File: config.mk
export PLATFORM = sky130hd
export DESIGN_NAME = slipstream_array_flat
export DESIGN_NICKNAME = d
export VERILOG_FILES = /design/src/rtl/slipstream_array_if.sv /design/src/rtl/slipstream_array.sv /design/src/flat_wrapper.sv
export SDC_FILE = /design/constraint.sdc
export NUM_CORES = 2
export LEC_CHECK = 0
export CORE_MARGIN = 8
export CORE_UTILIZATION = 60
export DETAILED_ROUTE_END_ITERATION = 8
export GPL_TIMING_DRIVEN = 0
export PLACE_DENSITY_LB_ADDON = 0.05
export SLEW_MARGIN = 20
export SYNTH_ARGS = -nofsm -noshare
export SYNTH_HDL_FRONTEND = slang
export SYNTH_SLANG_ARGS = --single-unit
File: constraint.sdc
create_clock -name i_clk -period 16.8 [get_ports i_clk]
set_input_delay 5.04 -clock i_clk [delete_from_list [all_inputs] [get_ports i_clk]]
set_output_delay 5.04 -clock i_clk [all_outputs]
set_load 0.05 [all_outputs]
File: src/rtl/slipstream_array_if.sv
// slipstream_array_if: sample/drive bundle for the slipstream fan array.
// Parameters must match the slipstream_array instance the bundle is attached to.
//
// Handshake: i_valid is a one-cycle strobe with no back-pressure (there is no
// ready). i_sweat, i_wind and i_mult are captured only on a rising i_clk edge
// where i_valid is high; at any other edge they are ignored. o_fan, o_duty
// and o_cooling are continuous status outputs with no qualifier.
interface slipstream_array_if #(
    parameter int NUM_FANS = 6,
    parameter int WIND_W   = 15,
    parameter int MULT_W   = 10
);
    logic                       i_valid;
    logic [6:0]                 i_sweat;
    logic [WIND_W-1:0]          i_wind;
    logic [NUM_FANS*MULT_W-1:0] i_mult;
    logic [NUM_FANS-1:0]        o_fan;
    logic [NUM_FANS*7-1:0]      o_duty;
    logic                       o_cooling;

    // Master drives the sample inputs and observes the fan status.
    modport master (
        output i_valid, i_sweat, i_wind, i_mult,
        input  o_fan, o_duty, o_cooling
    );

    // Slave is the fan array itself.
    modport slave (
        input  i_valid, i_sweat, i_wind, i_mult,
        output o_fan, o_duty, o_cooling
    );
endinterface

File: src/rtl/slipstream_array.sv
// slipstream_array: per-fan PWM drive derived from wind magnitude, a per-fan
// direction multiplier and a sweat-driven cooling boost with hysteresis.
//
// Pipeline, counted from the i_clk edge that captures i_valid:
//   +1 edge : cooling FSM evaluates the captured sweat (o_cooling changes)
//   +2 edges: per-fan targets load, computed with the new cooling state
//   +3 edges: duty follows the target (slew off), or moves 1 per slew tick
// Each fan's PWM compare value is only reloaded when the shared counter wraps.
//
// Build option: define SLIPSTREAM_SLEW_EN to compile in the slew limiter
// (duty moves 1 count toward target every SLEW_DIV clocks). Without it the
// duty register copies the target every clock and no divider exists.
//
// The cooling FSM state is visible directly on o_cooling (1 = COOL).
module slipstream_array #(
    parameter int NUM_FANS   = 6,
    parameter int WIND_W     = 15,
    parameter int MULT_W     = 10,
    parameter int PWM_PERIOD = 100,
    parameter int SLEW_DIV   = 1000,
    parameter int SWEAT_ON   = 50,
    parameter int SWEAT_OFF  = 35
) (
    input  logic              i_clk,
    input  logic              i_rst,
    slipstream_array_if.slave bus
);

    localparam int PROD_W = WIND_W + MULT_W;
    localparam int SUM_W  = PROD_W + 1;
    localparam int CNT_W  = (PWM_PERIOD > 1) ? $clog2(PWM_PERIOD) : 1;
    localparam int CMP_W  = (CNT_W > 7) ? CNT_W : 7;

    localparam logic [6:0] ON_TH  = 7'(SWEAT_ON);
    localparam logic [6:0] OFF_TH = 7'(SWEAT_OFF);

    // Elaboration-time sanity checks on the configuration.
    if (NUM_FANS < 1 || NUM_FANS > 16) begin : g_bad_fans
        $error("slipstream_array: NUM_FANS must be 1..16");
    end
    if (PWM_PERIOD < 1 || SLEW_DIV < 1) begin : g_bad_period
        $error("slipstream_array: PWM_PERIOD and SLEW_DIV must be >= 1");
    end
    if (SWEAT_OFF > SWEAT_ON) begin : g_bad_hyst
        $error("slipstream_array: SWEAT_OFF must not exceed SWEAT_ON");
    end

    typedef enum logic {
        ST_IDLE = 1'b0,
        ST_COOL = 1'b1
    } state_t;

    state_t                     state;
    state_t                     state_nxt;

    logic [6:0]                 s_sweat;
    logic [WIND_W-1:0]          s_wind;
    logic [NUM_FANS*MULT_W-1:0] s_mult;
    logic                       valid_q1;   // sample captured last edge: FSM evaluates
    logic                       valid_q2;   // FSM updated last edge: targets load

    logic [NUM_FANS-1:0][6:0]   tgt_nxt;
    logic [NUM_FANS-1:0][6:0]   target;
    logic [NUM_FANS-1:0][6:0]   duty;
    logic [NUM_FANS-1:0][6:0]   cmp;

    logic [CNT_W-1:0]           pwm_cnt;
    logic                       pwm_wrap;
    logic [NUM_FANS-1:0]        fan_pwm;

    // Capture the sample inputs on i_valid and track the pipeline strobes.
    always_ff @(posedge i_clk or posedge i_rst) begin
        if (i_rst) begin
            s_sweat  <= '0;
            s_wind   <= '0;
            s_mult   <= '0;
            valid_q1 <= 1'b0;
            valid_q2 <= 1'b0;
        end else begin
            valid_q1 <= bus.i_valid;
            valid_q2 <= valid_q1;
            if (bus.i_valid) begin
                s_sweat <= bus.i_sweat;
                s_wind  <= bus.i_wind;
                s_mult  <= bus.i_mult;
            end
        end
    end

    // Cooling FSM state register.
    always_ff @(posedge i_clk or posedge i_rst) begin
        if (i_rst) begin
            state <= ST_IDLE;
        end else begin
            state <= state_nxt;
        end
    end

    // Cooling FSM next state: hysteresis on the freshly captured sweat only.
    always_comb begin
        state_nxt = state;
        if (valid_q1) begin
            case (state)
                ST_IDLE: if (s_sweat >= ON_TH)  state_nxt = ST_COOL;
                ST_COOL: if (s_sweat <  OFF_TH) state_nxt = ST_IDLE;
                default: state_nxt = ST_IDLE;
            endcase
        end
    end

    // Per-fan target arithmetic at full product width, clamped at the end.
    for (genvar k = 0; k < NUM_FANS; k++) begin : g_fan
        logic [MULT_W-1:0] mult_k;
        logic [PROD_W-1:0] prod;
        logic [SUM_W-1:0]  idle_q;
        logic [SUM_W-1:0]  cool_q;
        logic [6:0]        idle_t;
        logic [6:0]        cool_t;

        assign mult_k = s_mult[k*MULT_W +: MULT_W];
        assign prod   = PROD_W'(s_wind) * PROD_W'(mult_k);

        // Round half up: add half an LSB of the result before shifting.
        assign idle_q = SUM_W'((SUM_W'(prod) + SUM_W'(32'h0000_8000)) >> 16);
        assign cool_q = SUM_W'((SUM_W'(prod) + SUM_W'(32'h0001_0000)) >> 17);

        assign idle_t = (idle_q > SUM_W'(100)) ? 7'd100 : idle_q[6:0];
        // 50 + min(100, q) clamped to 100 saturates as soon as q reaches 50.
        assign cool_t = (cool_q >= SUM_W'(50)) ? 7'd100 : (7'd50 + cool_q[6:0]);

        assign tgt_nxt[k] = (state == ST_COOL) ? cool_t : idle_t;
    end

    // Targets load two edges after the sample, using the updated FSM state.
    always_ff @(posedge i_clk or posedge i_rst) begin
        if (i_rst) begin
            target <= '0;
        end else if (valid_q2) begin
            target <= tgt_nxt;
        end
    end

`ifdef SLIPSTREAM_SLEW_EN
    localparam int DIV_W = (SLEW_DIV > 1) ? $clog2(SLEW_DIV) : 1;

    logic [DIV_W-1:0] div_cnt;
    logic             slew_tick;

    assign slew_tick = (div_cnt == DIV_W'(SLEW_DIV - 1));

    // Free-running slew divider; one tick per SLEW_DIV clocks.
    always_ff @(posedge i_clk or posedge i_rst) begin
        if (i_rst) begin
            div_cnt <= '0;
        end else if (slew_tick) begin
            div_cnt <= '0;
        end else begin
            div_cnt <= div_cnt + DIV_W'(1);
        end
    end

    // Step each duty one count toward its (registered, hence old) target per tick.
    always_ff @(posedge i_clk or posedge i_rst) begin
        if (i_rst) begin
            duty <= '0;
        end else if (slew_tick) begin
            for (int k = 0; k < NUM_FANS; k++) begin
                if (duty[k] < target[k]) begin
                    duty[k] <= duty[k] + 7'd1;
                end else if (duty[k] > target[k]) begin
                    duty[k] <= duty[k] - 7'd1;
                end
            end
        end
    end
`else
    // Without slew limiting the duty follows the target one clock later.
    always_ff @(posedge i_clk or posedge i_rst) begin
        if (i_rst) begin
            duty <= '0;
        end else begin
            duty <= target;
        end
    end
`endif

    assign pwm_wrap = (pwm_cnt == CNT_W'(PWM_PERIOD - 1));

    // Shared PWM counter, 0..PWM_PERIOD-1.
    always_ff @(posedge i_clk or posedge i_rst) begin
        if (i_rst) begin
            pwm_cnt <= '0;
        end else if (pwm_wrap) begin
            pwm_cnt <= '0;
        end else begin
            pwm_cnt <= pwm_cnt + CNT_W'(1);
        end
    end

    // Reload compare values only at the wrap so a period is never cut short.
    always_ff @(posedge i_clk or posedge i_rst) begin
        if (i_rst) begin
            cmp <= '0;
        end else if (pwm_wrap) begin
            cmp <= duty;
        end
    end

    // Fan output high while the counter is below the latched duty.
    always_comb begin
        fan_pwm = '0;
        for (int k = 0; k < NUM_FANS; k++) begin
            fan_pwm[k] = (CMP_W'(pwm_cnt) < CMP_W'(cmp[k]));
        end
    end

    assign bus.o_fan     = fan_pwm;
    assign bus.o_duty    = duty;
    assign bus.o_cooling = (state == ST_COOL);

endmodule

File: src/flat_wrapper.sv
// flat-port wrapper written by rule: the top's interface ports become plain ports
module slipstream_array_flat 
#(
    parameter int NUM_FANS   = 6,
    parameter int WIND_W     = 15,
    parameter int MULT_W     = 10,
    parameter int PWM_PERIOD = 100,
    parameter int SLEW_DIV   = 1000,
    parameter int SWEAT_ON   = 50,
    parameter int SWEAT_OFF  = 35
)
  (i_clk, i_rst, bus_i_valid, bus_i_sweat, bus_i_wind, bus_i_mult, bus_o_fan, bus_o_duty, bus_o_cooling);
  slipstream_array_if #(.NUM_FANS(NUM_FANS), .WIND_W(WIND_W), .MULT_W(MULT_W)) bus_i ();
  input  logic i_clk;
  input  logic i_rst;
  input wire logic [$bits(bus_i.i_valid)-1:0] bus_i_valid;
  input wire logic [$bits(bus_i.i_sweat)-1:0] bus_i_sweat;
  input wire logic [$bits(bus_i.i_wind)-1:0] bus_i_wind;
  input wire logic [$bits(bus_i.i_mult)-1:0] bus_i_mult;
  output wire logic [$bits(bus_i.o_fan)-1:0] bus_o_fan;
  output wire logic [$bits(bus_i.o_duty)-1:0] bus_o_duty;
  output wire logic [$bits(bus_i.o_cooling)-1:0] bus_o_cooling;
  assign bus_i.i_valid = bus_i_valid;
  assign bus_i.i_sweat = bus_i_sweat;
  assign bus_i.i_wind = bus_i_wind;
  assign bus_i.i_mult = bus_i_mult;
  assign bus_o_fan = bus_i.o_fan;
  assign bus_o_duty = bus_i.o_duty;
  assign bus_o_cooling = bus_i.o_cooling;
  slipstream_array #(.NUM_FANS(NUM_FANS), .WIND_W(WIND_W), .MULT_W(MULT_W), .PWM_PERIOD(PWM_PERIOD), .SLEW_DIV(SLEW_DIV), .SWEAT_ON(SWEAT_ON), .SWEAT_OFF(SWEAT_OFF)) u_core (.i_clk(i_clk), .i_rst(i_rst), .bus(bus_i));
endmodule
**Yosys cells after proc, flatten, opt, wreduce, memory -nomap -nowiden**

Index checks and enable logic that the tools add are counted.

- Divide/modulo/power cells: 0
- Multipliers: 6
- Bitwise operators: 1
- $lt $le $gt $ge: 20
- Shift-type cells: 0
- Muxes and demuxes: 22
- Equal/unequal tests: 1
- Reductions and logical operators: 0
- Add/subtract/negate cells: 19

Operators with widths:

| kind | count |
|---|---|
| adder 25 x 16 -> 26 bit, second input constant | 6 |
| adder 25 x 17 -> 26 bit, second input constant | 6 |
| multiplier 15 x 10 -> 25 bit | 6 |
| two-way mux 7 bit | 19 |
| > comparator 10 x 7 -> 1 bit, second input constant | 6 |
| >= comparator 9 x 6 -> 1 bit, second input constant | 6 |
| adder 6 x 7 -> 7 bit, first input constant | 6 |
| less-than comparator 7 bit | 6 |
| adder 7 x 1 -> 7 bit, second input constant | 1 |
| equality test 7 bit, second input constant | 1 |
| >= comparator 7 x 6 -> 1 bit, second input constant | 1 |
| less-than comparator 7 x 6 -> 1 bit, second input constant | 1 |
| two-way mux 1 bit | 2 |
| one-hot mux 1 bit (2 select lines) | 1 |
| inverter 1 bit | 1 |

- RAM bits: 0
- Register bits after elaboration: 218
- Memory bits (read-only): 0
- Output and inout port bits: 49
- Memories kept: 0
- Latch bits: 0
- Input port bits: 85

**Depth between registers and ports, before layout**

- Depth after elaboration: 5
- Gate-level depth with buffers: 31
- Mapped depth without buffers: 28

**Worst setup path after synthesis**

No wires, ideal clock.

- Path type: register to register
- From: register u_core.s_wind[0]
- To: register u_core.target[36] in the netlist's numbering
- Cell stages (with the launch flop): 28
- Library setup time: 126 ps
- Arrival time: 7304 ps
- Period minus slack after synthesis: 7430 ps
- Path buffers: 4
- Path slack: 9370 ps
- Cell sequence: dfrtp_1 > buf_2 > clkbuf_1 > clkbuf_1 > nand2_1 > fa_1 > fa_1 > inv_1 > fa_1 > fa_1 > inv_1 > fa_1 > inv_1 > ha_1 > and4_1 > a211o_1 > a2111o_1 > a21o_1 > nand2_1 > inv_1 > ha_1 > clkbuf_1 > xor3_1 > ha_1 > nor3b_1 > a222oi_1 > nor2_1 > a221o_1

- Longest elaborated chain between the ends: 5

RTL lines:

| what | RTL line | source |
|---|---|---|
| start, declared | slipstream_array.sv:57 | `logic [WIND_W-1:0] s_wind;` |
| start signal, assigned | slipstream_array.sv:84 | `s_wind <= bus.i_wind;` |
| multiplier 15 x 10 -> 25 bit (*) | slipstream_array.sv:121 | `assign prod = PROD_W'(s_wind) * PROD_W'(mult_k);` |
| adder 25 x 16 -> 26 bit / adder 25 x 17 -> 26 bit (equally long branches) | slipstream_array.sv:124, slipstream_array.sv:125 |  |
| > comparator 10 x 7 -> 1 bit, or another cell as far along | slipstream_array.sv:127 | `assign idle_t = (idle_q > SUM_W'(100)) ? 7'd100 : idle_q[6:0];` |
| two-way mux 7 bit, on equally long branches | slipstream_array.sv:127, slipstream_array.sv:129 |  |
| two-way mux 7 bit (*) | slipstream_array.sv:131 | `assign tgt_nxt[k] = (state == ST_COOL) ? cool_t : idle_t;` |
| end signal, assigned | slipstream_array.sv:139 | `target <= tgt_nxt;` |
| end, declared | slipstream_array.sv:63 | `logic [NUM_FANS-1:0][6:0] target;` |

Every way passes the cells marked *; elsewhere a longest branch is shown, timed or not.
A chain may end at the register's enable or synchronous reset.

**Worst setup path in the final report**

- From: register u_core.s_wind[1]
- To: register u_core.target[29] in the netlist's numbering

The elaborated chain is that of the path after synthesis.

==> out/results.ini <==
[placed_design]
dp_worst_setup_slack_ps = 7487
dp_hpwl_um = 96240
io_buffers = 133
place_congestion = 0.9492

[cts]
ctsHoldBuffers = 0
clock_latency_ps = 590
tritoncts = done
h-tree-depth = 1
cts_buffers = 27
cts_sinks = 218
cts.repair.resized = 0
postCtsSetupRepairBufs = 0
clockBufferDepth = 3
cts_root_buffer = clkbuf_16
clk_pin_slew_ps = 60

[sta]
hold_viol = 0
period_share = 0.5718
worstMarginPinSlew_ps = 1263
rsz0062_at_grt = false
fin_ws_ps = 7194
setup_violations = 0
setup-tns-final_ps = 0
fmax_mhz = 104.1
post-route-min-period_ps = 9606
relSlewSlack = 0.1577
drv_slew = 0
finalClockSkew_ps = 23.45

[synth]
synth_edf_count = 0
synth.cell_area_mm2 = 0.04056
synth_top_area_frac = 0.2991
synthFlopType = dfrtp_1
ys_seq_area_frac = 0.1345
synth_nets = 5549
synthArstFlopShare = 1.000
ys_top_cells_by_area = fa_1 (30%), dfrtp_1 (13%), ha_1 (13%), and2_1 (7.6%), inv_1 (6.6%)
yosysMostFrequentCell = inv_1
synth_largest_area_cell = fa_1
synth.avg_cell_area_um2 = 9.118
postSynthCellCount = 4449
netlist_top_cells_count = inv_1 (708), fa_1 (606), nand2_1 (557), and2_1 (491), ha_1 (409)
ys_seq_elements = 218
yosysWarningCount = 0
synth.distinct_cells = 112

[worst_hold_path]
hp-class = reg2reg
min-delay-start = u_core.target[29]$_DFFE_PP0P_
whs_path_depth = 0
hold_end = u_core.bus.o_duty[29]$_DFF_PP0_

[worst_setup_path]
cp_common_cell = fa_1
worst-path-buf-inv = 5
slowest_delay_ps = 990
rrSetupSlack_ps = 7190
end_kind = flip-flop
worstPathRequired_ps = 17280
crit_family = adder cells
cp-startpoint = u_core.s_wind[1]$_DFFE_PP0P_
startpoint_type = flip-flop
cp_slowest_cell = dfrtp_1
crit_arrival_ps = 10080
timing.rr.end = u_core.target[29]$_DFFE_PP0P_
path_max_fanout = 10
worstPathCellList = clkbuf_1 -> clkbuf_1 -> and2_1 -> fa_1 -> fa_1 -> fa_1 -> fa_1 -> inv_1 -> fa_1 -> inv_1 -> ha_1 -> nand3_1 -> or3b_2 -> a31oi_1 -> or4_1 -> and2_1 -> buf_2 -> ha_1 -> nand3_1 -> a211oi_1 -> o21ai_0 -> a211oi_1 -> o21a_1 -> a221o_1
reg2reg_depth = 24
rr_startpoint = u_core.s_wind[1]$_DFFE_PP0P_
crit_type = reg2reg

[global_route]
grt_max_degree = 87
grtUsageTotal = 0.3177
grt_pass1_wl_um = 191600
grt_pass1_vias = 33290
gr-total-overflow = 0
antenna_found_initial = 11

[floorplanning]
fp.dieH_um = 276.0
ios = 134
rows = 95
dieArea_mm2 = 0.07618
die_x_um = 276.0
fp.coreArea_mm2 = 0.06704
start_util = 0.6051

[layout]
drive_above_1_share = 0.05503
nets = 5713
nFillCells = 5765
area_delta_synth_final_pct = 8.442
final_core_utilization = 0.6562

[detailed_routing]
ant_nets = 0
wl_per_cell_um = 21.79
viasPerCell = 5.887
drt-pass1-iter-count = 6
drc = 0
drtIter0Drc = 2465
routed_wl_um = 120300
vias = 32500

[job]
drv_cap = 0

[status]
status = completed

## logic make-up after synthesis
| kind of cell | after synthesis | synth area share |
|---|---|---|
| buf+inv | 923 | 0.08640 |
| fa+ha+maj | 1015 | 0.4252 |
| xor+xnor | 124 | 0.02788 |
| flops | 218 | 0.1345 |
| mux | 144 | 0.03964 |
| compound gates | 562 | 0.1000 |
| simple gates | 1463 | 0.1863 |
## routing by layer
metal | track usage | vias to the layer above | routed length, µm
met5 | 0 | - | 53
met4 | 0.1296 | 8 | 5716
met1 | 0.4335 | 16150 | 50590
met2 | 0.4871 | 1303 | 52530
met3 | 0.07438 | 263 | 11390
li1 | - | 14770 | -
## sequential cells by signal, summed over array words and instances (netlist names), 7 cells and up
register           cells
u_core.cmp            42
u_core.target         42
u_core.s_mult         60
u_core.bus.o_duty     42
u_core.pwm_cnt         7
u_core.s_sweat         7
u_core.s_wind         15
## placed cells by master, fill, tap and decap left out, types with 11 or more instances in the layout
cell,instances
nor4_1,13
nand3_1,70
o31ai_1,14
diode_2,13
nand2b_1,27
nor3_1,39
and4_1,12
nand4_1,42
and3_1,26
o21ai_0,78
o21bai_1,12
nand2_1,557
a21o_1,46
mux2i_1,14
a221o_1,11
clkbuf_1,201
o221ai_1,19
xor2_1,43
fa_1,606
ha_1,409
o21a_1,23
inv_1,707
and2_1,491
a21oi_1,116
clkbuf_16,27
a31oi_1,24
nor2_1,90
a211oi_1,38
a211o_1,15
xnor2_1,76
o211ai_1,35
dfrtp_1,218
or3_1,14
nor2b_1,19
mux2_2,129
clkdlybuf4s50_1,133
## cell type report
class                           count  area, µm²  area share
Clock buffer                       37      753.2     0.01712
Tap cell                          873       1092     0.02483
Multi-Input combinational cell   3308      31610      0.7186
Inverter                          708       2665     0.06059
Sequential cell                   218       5455      0.1240
Clock inverter                     13      140.1    0.003186
Buffer                            215      854.6     0.01943
Timing Repair Buffer              135       1386     0.03152
Antenna cell                       13      32.53   0.0007395
## how the worst max path moves through the flow
stage	end	depth (start not counted)
2_1_floorplan	u_core.bus.o_cooling$_DFFE_PP0P_	1
3_3_place_gp	u_core.s_mult[21]$_DFFE_PP0P_	2
3_5_place_dp	u_core.target[7]$_DFFE_PP0P_	27
4_1_cts	u_core.target[9]$_DFFE_PP0P_	27
5_1_grt	u_core.target[9]$_DFFE_PP0P_	27
6_report	u_core.target[29]$_DFFE_PP0P_	24
## metrics by stage
| step | cell area (µm²) | hold slack (ps) | cells |
|---|---|---|---|
| after floorplan | 40560 | 346.1 | 4449 |
| after global placement | 42990 | 354.6 | 5455 |
| after detailed placement | 43060 | 358.1 | 5457 |
| after CTS | 43950 | 371.7 | 5507 |
| after global routing | 43960 | 382.3 | 5507 |
| final | 43990 | 369.1 | 5520 |
## worst register-to-register path, stage by stage, from the launching register on
cell	delay [ps]
dfrtp_1	990
clkbuf_1	490
clkbuf_1	920
and2_1	300
fa_1	450
fa_1	560
fa_1	530
fa_1	550
inv_1	60
fa_1	540
inv_1	40
ha_1	360
nand3_1	130
or3b_2	450
a31oi_1	390
or4_1	210
and2_1	120
buf_2	140
ha_1	250
nand3_1	200
a211oi_1	520
o21ai_0	210
a211oi_1	540
o21a_1	250
a221o_1	290
Power is not shown: default switching activity piles up to over one toggle a cycle in this logic, so the estimate is an artifact.
